File: src/rtl/uart_alu_sequencer_if.sv
// Handshake bundle between the sequencer, the UART RX/TX FIFOs and the ALU.
// master: the sequencer side. slave: FIFOs plus ALU side.
interface uart_alu_sequencer_if #(
    parameter int unsigned DBIT = 8
);
    logic            rx_empty;
    logic [DBIT-1:0] r_data;
    logic            rd_uart;
    logic            tx_full;
    logic [DBIT-1:0] w_data;
    logic            wr_uart;
    logic [DBIT-1:0] a;
    logic [DBIT-1:0] b;
    logic [DBIT-1:0] op;
    logic [DBIT-1:0] w;
    logic [DBIT-1:0] led;

    modport master (
        input  rx_empty, r_data, tx_full, w,
        output rd_uart, w_data, wr_uart, a, b, op, led
    );

    modport slave (
        output rx_empty, r_data, tx_full, w,
        input  rd_uart, w_data, wr_uart, a, b, op, led
    );
endinterface

File: src/rtl/uart_alu_sequencer.sv
// Control FSM between the UART FIFOs and a combinational ALU.
// Pops A, B, OP from the RX FIFO, lets the ALU settle for one cycle, then pushes the
// result into the TX FIFO and mirrors it on led.
// Optional feature: define UART_ALU_TIMEOUT_EN to drop a partial frame after
// TIMEOUT_CYCLES idle cycles in WAIT_B/WAIT_OP.
module uart_alu_sequencer #(
    parameter int unsigned DBIT           = 8,
    parameter int unsigned TIMEOUT_CYCLES = 1000000
) (
    input logic                  clk,
    input logic                  reset,
    uart_alu_sequencer_if.master io_bus
);

    typedef enum logic [2:0] {
        StWaitA  = 3'd0,
        StWaitB  = 3'd1,
        StWaitOp = 3'd2,
        StExec   = 3'd3,
        StSend   = 3'd4
    } state_e;

    state_e          r_state;
    state_e          w_state_next;
    logic [DBIT-1:0] r_a;
    logic [DBIT-1:0] r_b;
    logic [DBIT-1:0] r_op;
    logic [DBIT-1:0] r_result;
    logic [DBIT-1:0] r_led;
    logic            w_rd_uart;
    logic            w_wr_uart;
    logic            w_timeout;

`ifdef UART_ALU_TIMEOUT_EN
    localparam int unsigned CntW = $clog2(TIMEOUT_CYCLES + 1);
    localparam logic [CntW-1:0] CntMax = CntW'(TIMEOUT_CYCLES);

    logic [CntW-1:0] r_cnt;
    logic            w_mid_frame;

    assign w_mid_frame = (r_state == StWaitB) || (r_state == StWaitOp);

    // Idle counter: cleared on a pop or outside a partial frame, saturates at CntMax
    always_ff @(posedge clk or negedge reset) begin
        if (!reset) begin
            r_cnt <= '0;
        end else if (w_rd_uart || !w_mid_frame) begin
            r_cnt <= '0;
        end else if (r_cnt != CntMax) begin
            r_cnt <= r_cnt + 1'b1;
        end
    end

    assign w_timeout = w_mid_frame && io_bus.rx_empty && (r_cnt == CntMax);
`else
    assign w_timeout = 1'b0;
`endif

    // State register
    always_ff @(posedge clk or negedge reset) begin
        if (!reset) begin
            r_state <= StWaitA;
        end else begin
            r_state <= w_state_next;
        end
    end

    // Next-state decode; a pending byte wins over an expiring timeout
    always_comb begin
        w_state_next = r_state;
        unique case (r_state)
            StWaitA: begin
                if (!io_bus.rx_empty) w_state_next = StWaitB;
            end
            StWaitB: begin
                if (!io_bus.rx_empty) w_state_next = StWaitOp;
                else if (w_timeout)   w_state_next = StWaitA;
            end
            StWaitOp: begin
                if (!io_bus.rx_empty) w_state_next = StExec;
                else if (w_timeout)   w_state_next = StWaitA;
            end
            StExec: begin
                w_state_next = StSend;
            end
            StSend: begin
                if (!io_bus.tx_full) w_state_next = StWaitA;
            end
            default: begin
                w_state_next = StWaitA;
            end
        endcase
    end

    // FIFO strobes: pure decode of state and FIFO flags, mutually exclusive by state
    always_comb begin
        w_rd_uart = 1'b0;
        w_wr_uart = 1'b0;
        unique case (r_state)
            StWaitA, StWaitB, StWaitOp: w_rd_uart = !io_bus.rx_empty;
            StSend:                     w_wr_uart = !io_bus.tx_full;
            default:                    ;
        endcase
    end

    // Datapath: capture operands on their pop, latch ALU result, mirror sent result
    always_ff @(posedge clk or negedge reset) begin
        if (!reset) begin
            r_a      <= '0;
            r_b      <= '0;
            r_op     <= '0;
            r_result <= '0;
            r_led    <= '0;
        end else begin
            if (w_rd_uart && (r_state == StWaitA))  r_a  <= io_bus.r_data;
            if (w_rd_uart && (r_state == StWaitB))  r_b  <= io_bus.r_data;
            if (w_rd_uart && (r_state == StWaitOp)) r_op <= io_bus.r_data;
            if (r_state == StExec)                  r_result <= io_bus.w;
            if (w_wr_uart)                          r_led    <= r_result;
        end
    end

    assign io_bus.rd_uart = w_rd_uart;
    assign io_bus.wr_uart = w_wr_uart;
    assign io_bus.w_data  = r_result;
    assign io_bus.a       = r_a;
    assign io_bus.b       = r_b;
    assign io_bus.op      = r_op;
    assign io_bus.led     = r_led;

endmodule

File: src/flat_wrapper.sv
// flat-port wrapper written by rule: the top's interface ports become plain ports
module uart_alu_sequencer_flat 
#(
    parameter int unsigned DBIT           = 8,
    parameter int unsigned TIMEOUT_CYCLES = 1000000
)
  (clk, reset, io_bus_rx_empty, io_bus_r_data, io_bus_tx_full, io_bus_w, io_bus_rd_uart, io_bus_w_data, io_bus_wr_uart, io_bus_a, io_bus_b, io_bus_op, io_bus_led);
  uart_alu_sequencer_if #(.DBIT(DBIT)) io_bus_i ();
  input logic clk;
  input logic reset;
  input wire logic [$bits(io_bus_i.rx_empty)-1:0] io_bus_rx_empty;
  input wire logic [$bits(io_bus_i.r_data)-1:0] io_bus_r_data;
  input wire logic [$bits(io_bus_i.tx_full)-1:0] io_bus_tx_full;
  input wire logic [$bits(io_bus_i.w)-1:0] io_bus_w;
  output wire logic [$bits(io_bus_i.rd_uart)-1:0] io_bus_rd_uart;
  output wire logic [$bits(io_bus_i.w_data)-1:0] io_bus_w_data;
  output wire logic [$bits(io_bus_i.wr_uart)-1:0] io_bus_wr_uart;
  output wire logic [$bits(io_bus_i.a)-1:0] io_bus_a;
  output wire logic [$bits(io_bus_i.b)-1:0] io_bus_b;
  output wire logic [$bits(io_bus_i.op)-1:0] io_bus_op;
  output wire logic [$bits(io_bus_i.led)-1:0] io_bus_led;
  assign io_bus_i.rx_empty = io_bus_rx_empty;
  assign io_bus_i.r_data = io_bus_r_data;
  assign io_bus_i.tx_full = io_bus_tx_full;
  assign io_bus_i.w = io_bus_w;
  assign io_bus_rd_uart = io_bus_i.rd_uart;
  assign io_bus_w_data = io_bus_i.w_data;
  assign io_bus_wr_uart = io_bus_i.wr_uart;
  assign io_bus_a = io_bus_i.a;
  assign io_bus_b = io_bus_i.b;
  assign io_bus_op = io_bus_i.op;
  assign io_bus_led = io_bus_i.led;
  uart_alu_sequencer #(.DBIT(DBIT), .TIMEOUT_CYCLES(TIMEOUT_CYCLES)) u_core (.clk(clk), .reset(reset), .io_bus(io_bus_i));
endmodule
File: config.mk
export PLATFORM = sky130hd
export DESIGN_NAME = uart_alu_sequencer_flat
export DESIGN_NICKNAME = d
export VERILOG_FILES = /design/src/rtl/uart_alu_sequencer_if.sv /design/src/rtl/uart_alu_sequencer.sv /design/src/flat_wrapper.sv
export SDC_FILE = /design/constraint.sdc
export NUM_CORES = 1
export LEC_CHECK = 0
export ABC_CLOCK_PERIOD_IN_PS = 3650
export CAP_MARGIN = 40
export CORE_AREA = 2 2 63 65
export CTS_BUF_LIST = sky130_fd_sc_hd__clkbuf_8
export DETAILED_ROUTE_END_ITERATION = 8
export DIE_AREA = 0 0 65 67
export PLACE_DENSITY = 0.83
export SLEW_MARGIN = 20
export SYNTH_ARGS = -nofsm -noshare
export SYNTH_HDL_FRONTEND = slang
export SYNTH_SLANG_ARGS = --single-unit
File: constraint.sdc
create_clock -name clk -period 3.65 [get_ports clk]
set_input_delay 1.095 -clock clk [delete_from_list [all_inputs] [get_ports clk]]
set_output_delay 1.095 -clock clk [all_outputs]
set_load 0.02 [all_outputs]
==> results of run 1 <==
cells by family after synthesis:
logic type / Yosys count / synth area share [%]
and+or+nand+nor: 10 / 7.737
muxes: 40 / 26.28
buffers and inverters: 4 / 1.751
DFF: 43 / 62.77
AOI/OAI and AO/OA: 4 / 1.460
per-layer routing:
layer | up-vias | GRT usage (%) | share of wire (%)
met3 | 5 | 2.196 | 2.3
li1 | 502 | - | -
met4 | 0 | 7.979 | 1.3
met5 | - | 0 | 0
met1 | 551 | 19.14 | 38
met2 | 20 | 32.35 | 58
layout make-up:
type | count | area [um^2]
Timing Repair Buffer | 64 | 648.1
Clock buffer | 5 | 68.82
Multi-Input combinational cell | 54 | 608.1
Clock inverter | 3 | 12.51
Tap cell | 48 | 60.06
Sequential cell | 43 | 1076
Fill cell | 269 | 1132
critical path, cell delays in order:
cell and delay, ns:
sky130_fd_sc_hd__clkdlybuf4s50_1 0.47, sky130_fd_sc_hd__nor4b_4 0.25, sky130_fd_sc_hd__clkdlybuf4s50_1 0.66
stage by stage:
stage / hold WS, ns / power, mW
4_1_cts: 0.5132 / 2.376
6_report: 0.5080 / 2.349
3_5_place_dp: 0.4954 / 2.101
2_1_floorplan: 0.5648 / 1.520
3_3_place_gp: 0.4882 / 2.042
5_1_grt: 0.5259 / 2.470
synth_stat cells, drive strengths merged:
| cell type | instances |
|---|---|
| nor4b | 3 |
| mux2 | 40 |
| a21oi | 2 |
| buf | 3 |
| or2 | 1 |
| o31ai | 1 |
| nand2b | 1 |
| dfrtp | 43 |
| clkbuf | 1 |
| nand2 | 1 |
| a211oi | 1 |
| or3b | 1 |
| nand3b | 2 |
| nor4 | 1 |
worst paths after layout:
path / start / to / slack [ns] / depth (start not counted)
max in group asynchronous: reset / u_core.io_bus.led[5]$_DFFE_PN0P_ / 2.40 / 2
worst min-delay path: u_core.io_bus.op[5]$_DFFE_PN0P_ / u_core.io_bus.op[5]$_DFFE_PN0P_ / 0.51 / 1
worst max register to register: u_core.r_state[0]$_DFFE_PN0P_ / u_core.io_bus.b[4]$_DFFE_PN0P_ / 1.85 / 2
min in group asynchronous: reset / u_core.io_bus.b[4]$_DFFE_PN0P_ / 0.78 / 1
worst max-delay path: io_bus_tx_full / io_bus_wr_uart / 0.08 / 3
worst min register to register: u_core.io_bus.op[5]$_DFFE_PN0P_ / u_core.io_bus.op[5]$_DFFE_PN0P_ / 0.51 / 1
flip-flops by register name (all words and copies together), names as in the netlist:
| register | flops |
|---|---|
| u_core.io_bus.led | 8 |
| u_core.io_bus.a | 8 |
| u_core.r_state | 3 |
| u_core.io_bus.op | 8 |
| u_core.io_bus.b | 8 |
| u_core.io_bus.w_data | 8 |
power by group through the flow:
stage                     Sequential (mW)  Combinational, mW  Clock (mW)
after detailed placement            0.913               1.19           0
after global routing                0.935               1.23       0.306
after global placement              0.886               1.16           0
after CTS                           0.903               1.19       0.280
after floorplan                      1.12              0.402           0
final                               0.900               1.17       0.275
==> Flow_metrics.wiki, run 1 <==
{| class="wikitable"
! Metric !! Value
|-
| Run status || complete, no violations
|-
| Transition time of the tightest slew-check pin || about 0.64 ns
|-
| Class of the tightest hold or removal check || flip-flop to flip-flop
|-
| Internal Dissipation || between 1 and 1.5 mW
|-
| Proportion of layout cells with a drive suffix above 1 || roughly a third
|-
| DRC violation count after routing || 0
|-
| Worst Clk Skew || around 0.010 ns
|-
| Top cell type's share of synthesized area || about 63%
|-
| Placer's final routability congestion estimate || 0.6831
|-
| Global-route wire length before repair || ~5500 um
|-
| Share of the clock period used by the worst path after layout || a little over nine tenths
|-
| Flip-flop and latch count after synthesis || between 40 and 50
|-
| Critical path class || input pin to output pin
|-
| Post-placement cell count || approximately 210
|-
| Width of the chip || between 60 and 70 um
|-
| Antenna diode instance count || 0
|-
| Power density relative to cell area || ~950 nW/um^2
|-
| Number of warnings issued by yosys || 0
|-
| # hold bufs at CTS || 0
|-
| Post-synth design cell area || 1714 um^2
|-
| Insertion delay to the later sink of the worst-skew pair || 0.28 ns
|-
| Synthesized area per cell || roughly 17 um^2
|-
| Maximum vdd ir drop || ~450 uV
|-
| Post-synth net total || 121
|-
| CTS Root Cell || sky130_fd_sc_hd__clkbuf_8
|-
| Clock slew at reported path FFs || 0.08 ns
|-
| Initial antenna violation count || 0
|-
| TritonCTS clock tree || built
|-
| H-Tree Depth || 2
|-
| Die outline area || 4355 um^2
|-
| Post-route non-filler standard cell count || between 200 and 250
|-
| Most common cell after layout, fill and taps aside || sky130_fd_sc_hd__clkdlybuf4s50_1
|-
| RSZ-0062 raised after global routing || no
|-
| Post-synthesis cell type with the largest combined area || sky130_fd_sc_hd__dfrtp_1
|-
| Worst path arrival time || 2.48 ns
|-
| Detailed-placement wirelength estimate || ~2700 um
|-
| Number of global-route vias before repair || between 1000 and 1500
|-
| Biggest area contributors in the synthesized netlist || sky130_fd_sc_hd__dfrtp_1 (63%), sky130_fd_sc_hd__mux2_2 (26%), sky130_fd_sc_hd__nor4b_4 (4.2%)
|-
| Number of buffers added by the clock tree synthesis step || 5
|-
| Post-detailed-placement cell area || 2392 um^2
|-
| Worst Slack Setup Final || 0.07966 ns
|-
| Placeable Area || approximately 3600 um^2
|-
| Critical path endpoint category || output pin
|-
| # setup viols final || 0
|-
| Final design utilization || between 60% and 70%
|-
| Number of maximum-capacitance constraint violations || 0
|-
| Routed wire per std cell || about 16 um
|-
| Number of buffers added for setup after CTS || 0
|-
| Net count reported at finish || 188
|-
| Iteration-0 DRC count of the detailed router || 32
|-
| Kind of start point of the critical path || input pin
|-
| Largest net degree at the start of global routing || 24
|-
| Total global-route track usage || roughly 17%
|-
| Starting utilization of the core area || roughly 48%
|-
| Total clock sinks || between 40 and 50
|-
| Pins over their slew limit || 0
|-
| First-pass iteration count of the detailed router || 2
|-
| Largest driver fanout on the critical path || 2
|-
| Number of routed nets with antenna violations || 0
|-
| Synth Instances || around 100
|-
| Reported leakage power || 1.018 nW
|-
| Relative max-transition margin || between 50% and 60%
|-
| Count of endpoints failing hold in the final timing report || 0
|-
| Minimum clock period after layout || ~3.6 ns
|-
| Peak clock frequency supported by timing || 0.2801 GHz
|-
| Overall via count from detail_route || 1078
|-
| Sequential share of the synthesized area || between 60% and 70%
|-
| Power share of the clock group || approximately an eighth
|-
| Buffers on Ports || 61
|-
| Total length of routed wires || around 3600 um
|-
| DR vias/cell || a little under 5
|-
| Num ports || 62
|-
| Overall overflow remaining after global route || 0
|-
| Worst endpoint required time || around 2.6 ns
|-
| Comb pwr share || about half
|-
| Net switching power || around 0.85 mW
|-
| Synth cell types || 15
|-
| Area growth syn-to-layout || 44.31%
|-
| Seq pwr share || 38.3%
|-
| Total negative setup slack || 0 ns
|-
| Switching Fraction || 36.22%
|-
| Placement row count || 22
|-
| Cell area after layout || ~2500 um^2
|-
| PostCTS Resize Cnt || 0
|-
| Number of buffers between clock root and the deepest sink || 2
|-
| Top library cells by usage in the layout, fill and taps aside || sky130_fd_sc_hd__clkdlybuf4s50_1 (60), sky130_fd_sc_hd__dfrtp_1 (43), sky130_fd_sc_hd__mux2_2 (40)
|-
| Setup Slack @ Placement || between 0.07 and 0.08 ns
|-
| Die Height || between 60 and 70 um
|}
Note: power is estimated with default switching activity, not from simulation.
==> inputs of run 2 (changes only) <==
--- a/constraint.sdc
+++ b/constraint.sdc
@@ -3,2 +3,2 @@
 set_output_delay 1.095 -clock clk [all_outputs]
-set_load 0.02 [all_outputs]
+set_load 0.005 [all_outputs]
==> Flow_metrics.wiki, run 2 (same netlist as run 1, synthesis figures left out) <==
{| class="wikitable"
! Metric !! Value
|-
| Clock slew at reported path FFs || 0.07 ns (was 0.08 ns)
|-
| Maximum vdd ir drop || 397.7 uV (was 445.4 uV)
|-
| Die outline area || 4355 um^2 (unchanged)
|-
| Area growth syn-to-layout || 43.87% (was 44.31%)
|-
| Num ports || 62 (unchanged)
|-
| Class of the tightest hold or removal check || flip-flop to flip-flop (unchanged)
|-
| Worst endpoint required time || 2.55 ns (about the same)
|-
| Placement row count || 22 (unchanged)
|-
| Iteration-0 DRC count of the detailed router || 39 (was 32)
|-
| Largest driver fanout on the critical path || 2 (unchanged)
|-
| Post-placement cell count || 209 (unchanged)
|-
| Starting utilization of the core area || 47.54% (unchanged)
|-
| RSZ-0062 raised after global routing || no (unchanged)
|-
| Power density relative to cell area || 839.0 nW/um^2 (was 949.4 nW/um^2)
|-
| Kind of start point of the critical path || input pin (unchanged)
|-
| Relative max-transition margin || 54.70% (was 57.46%)
|-
| Peak clock frequency supported by timing || 0.2879 GHz (was 0.2801 GHz)
|-
| DRC violation count after routing || 0 (unchanged)
|-
| Highest routing layer actually used || met4 (unchanged)
|-
| Critical path endpoint category || output pin (unchanged)
|-
| Worst Clk Skew || 0.004946 ns (was 0.01041 ns)
|-
| CTS Root Cell || sky130_fd_sc_hd__clkbuf_8 (unchanged)
|-
| Net count reported at finish || 188 (unchanged)
|-
| Met3 layer wire length in the routed design || 93 um (was 82 um)
|-
| Overall via count from detail_route || 1078 (unchanged)
|-
| Most common cell after layout, fill and taps aside || sky130_fd_sc_hd__clkdlybuf4s50_1 (unchanged)
|-
| Worst Slack Setup Final || 0.1770 ns (was 0.07966 ns)
|-
| Critical R2R Capture || u_core.io_bus.b[7]$_DFFE_PN0P_ (was u_core.io_bus.b[4]$_DFFE_PN0P_)
|-
| Routed wire per std cell || 16.16 um (was 16.42 um)
|-
| Total global-route track usage || 17.73% (was 17.17%)
|-
| RR Startpoint || u_core.r_state[0]$_DFFE_PN0P_ (unchanged)
|-
| Antenna diode instance count || 0 (unchanged)
|-
| Count of endpoints failing hold in the final timing report || 0 (unchanged)
|-
| Detailed-placement wirelength estimate || 2731 um (was 2748 um)
|-
| Critical path class || input pin to output pin (unchanged)
|-
| # setup viols final || 0 (unchanged)
|-
| End of the worst hold path || u_core.io_bus.op[5]$_DFFE_PN0P_ (unchanged)
|-
| Worst path arrival time || 2.38 ns (was 2.48 ns)
|-
| Die Height || 67 um (unchanged)
|-
| Buffers on Ports || 61 (unchanged)
|-
| Setup Slack @ Placement || 0.1848 ns (was 0.07662 ns)
|-
| Total clock sinks || 43 (unchanged)
|-
| Top library cells by usage in the layout, fill and taps aside || sky130_fd_sc_hd__clkdlybuf4s50_1 (60), sky130_fd_sc_hd__dfrtp_1 (43), sky130_fd_sc_hd__mux2_2 (40) (unchanged)
|-
| Initial antenna violation count || 0 (unchanged)
|-
| Layout filler cell count || 269 (unchanged)
|-
| Number of global-route vias before repair || 1153 (was 1130)
|-
| Placer's final routability congestion estimate || 0.6873 (was 0.6831)
|-
| Minimum clock period after layout || 3.473 ns (was 3.570 ns)
|-
| Placeable Area || 3606 um^2 (unchanged)
|-
| Number of maximum-capacitance constraint violations || 0 (unchanged)
|-
| Proportion of layout cells with a drive suffix above 1 || 33.14% (unchanged)
|-
| Insertion delay to the later sink of the worst-skew pair || 0.28 ns (about the same)
|-
| DR vias/cell || 4.968 (unchanged)
|-
| Post-route non-filler standard cell count || 217 (unchanged)
|-
| Length of routed wiring on met1 || 1328 um (was 1368 um)
|-
| Pins over their slew limit || 0 (unchanged)
|-
| Number of buffers between clock root and the deepest sink || 2 (unchanged)
|-
| H-Tree Depth || 2 (unchanged)
|-
| Global-route wire length before repair || 5692 um (was 5485 um)
|-
| Met2 wire length || 2045 um (was 2063 um)
|-
| # hold bufs at CTS || 0 (unchanged)
|-
| Transition time of the tightest slew-check pin || 0.6745 ns (was 0.6354 ns)
|-
| Run status || complete, no violations (unchanged)
|-
| TritonCTS clock tree || built (unchanged)
|-
| Setup slack on the worst flop-to-flop path || 1.82 ns (was 1.85 ns)
|-
| PostCTS Resize Cnt || 0 (unchanged)
|-
| Share of the clock period used by the worst path after layout || 95.15% (was 97.82%)
|-
| Number of buffers added for setup after CTS || 0 (unchanged)
|-
| Reported leakage power || 1.014 nW (was 1.018 nW)
|-
| Number of buffers added by the clock tree synthesis step || 5 (unchanged)
|-
| Hold Path Depth || 1 (unchanged)
|-
| Largest net degree at the start of global routing || 28 (was 24)
|-
| Total length of routed wires || 3507 um (was 3564 um)
|-
| Reg2reg path depth || 2 (unchanged)
|-
| Width of the chip || 65 um (unchanged)
|-
| Launch instance of the worst min-delay path || u_core.io_bus.op[5]$_DFFE_PN0P_ (unchanged)
|-
| Number of routed nets with antenna violations || 0 (unchanged)
|-
| Overall overflow remaining after global route || 0 (unchanged)
|-
| Total negative setup slack || 0 ns (unchanged)
|-
| First-pass iteration count of the detailed router || 3 (was 2)
|}
==> run 2: cell types whose count changed in the layout (fill, tap and decap cells not counted) <==
cell	previous run	this run
sky130_fd_sc_hd__buf_12	0	1
sky130_fd_sc_hd__buf_16	1	0
==> run 2: area by class of cell <==
type,count,area [um^2],share of cell area [%]
flip-flops and latches,43,1076,43.63
repair buffers,64,640.6,25.98
multi-input cells,54,608.1,24.66
clock buffers,5,68.82,2.790
well taps,48,60.06,2.435
clock inverters,3,12.51,0.5074
==> run 2: metrics by stage <==
step                utilization (%)  hold WS [ns]  instance area (um^2)  power (mW)
floorplan                         -        0.5055                  1714       1.257
global placement              65.58        0.4882                  2365       1.772
detailed placement            66.13        0.4954                  2385       1.830
CTS                           68.39        0.5126                  2466       2.100
global route                  68.39        0.5260                  2466       2.204
finish                        68.39        0.5092                  2466       2.069
==> run 2: worst max-delay path, stage by stage <==
cell and delay (ns):
sky130_fd_sc_hd__clkdlybuf4s50_1 0.46, sky130_fd_sc_hd__nor4b_4 0.26, sky130_fd_sc_hd__clkdlybuf4s50_1 0.56
==> run 2: worst max-delay path by stage <==
stage	startpoint	end	slack, ns	depth (start not counted)
6_report	io_bus_tx_full	io_bus_wr_uart	0.18	3
5_1_grt	io_bus_tx_full	io_bus_wr_uart	0.13	3
4_1_cts	io_bus_tx_full	io_bus_wr_uart	0.17	3
3_5_place_dp	io_bus_tx_full	io_bus_wr_uart	0.18	3
3_3_place_gp	io_bus_tx_full	io_bus_wr_uart	0.18	3
2_1_floorplan	io_bus_rx_empty	io_bus_rd_uart	1.01	2
==> run 2: layer usage <==
layer,vias to the layer above,GRT usage [%]
met5,-,0
met1,553,20.04
li1,500,-
met4,0,6.383
met2,21,33.63
met3,4,2.703
==> run 2: power by group <==
group          internal [mW]  total (mW)  switching (mW)
combinational          0.649       0.904           0.255
clock                  0.128       0.268           0.140
sequential             0.715       0.897           0.182
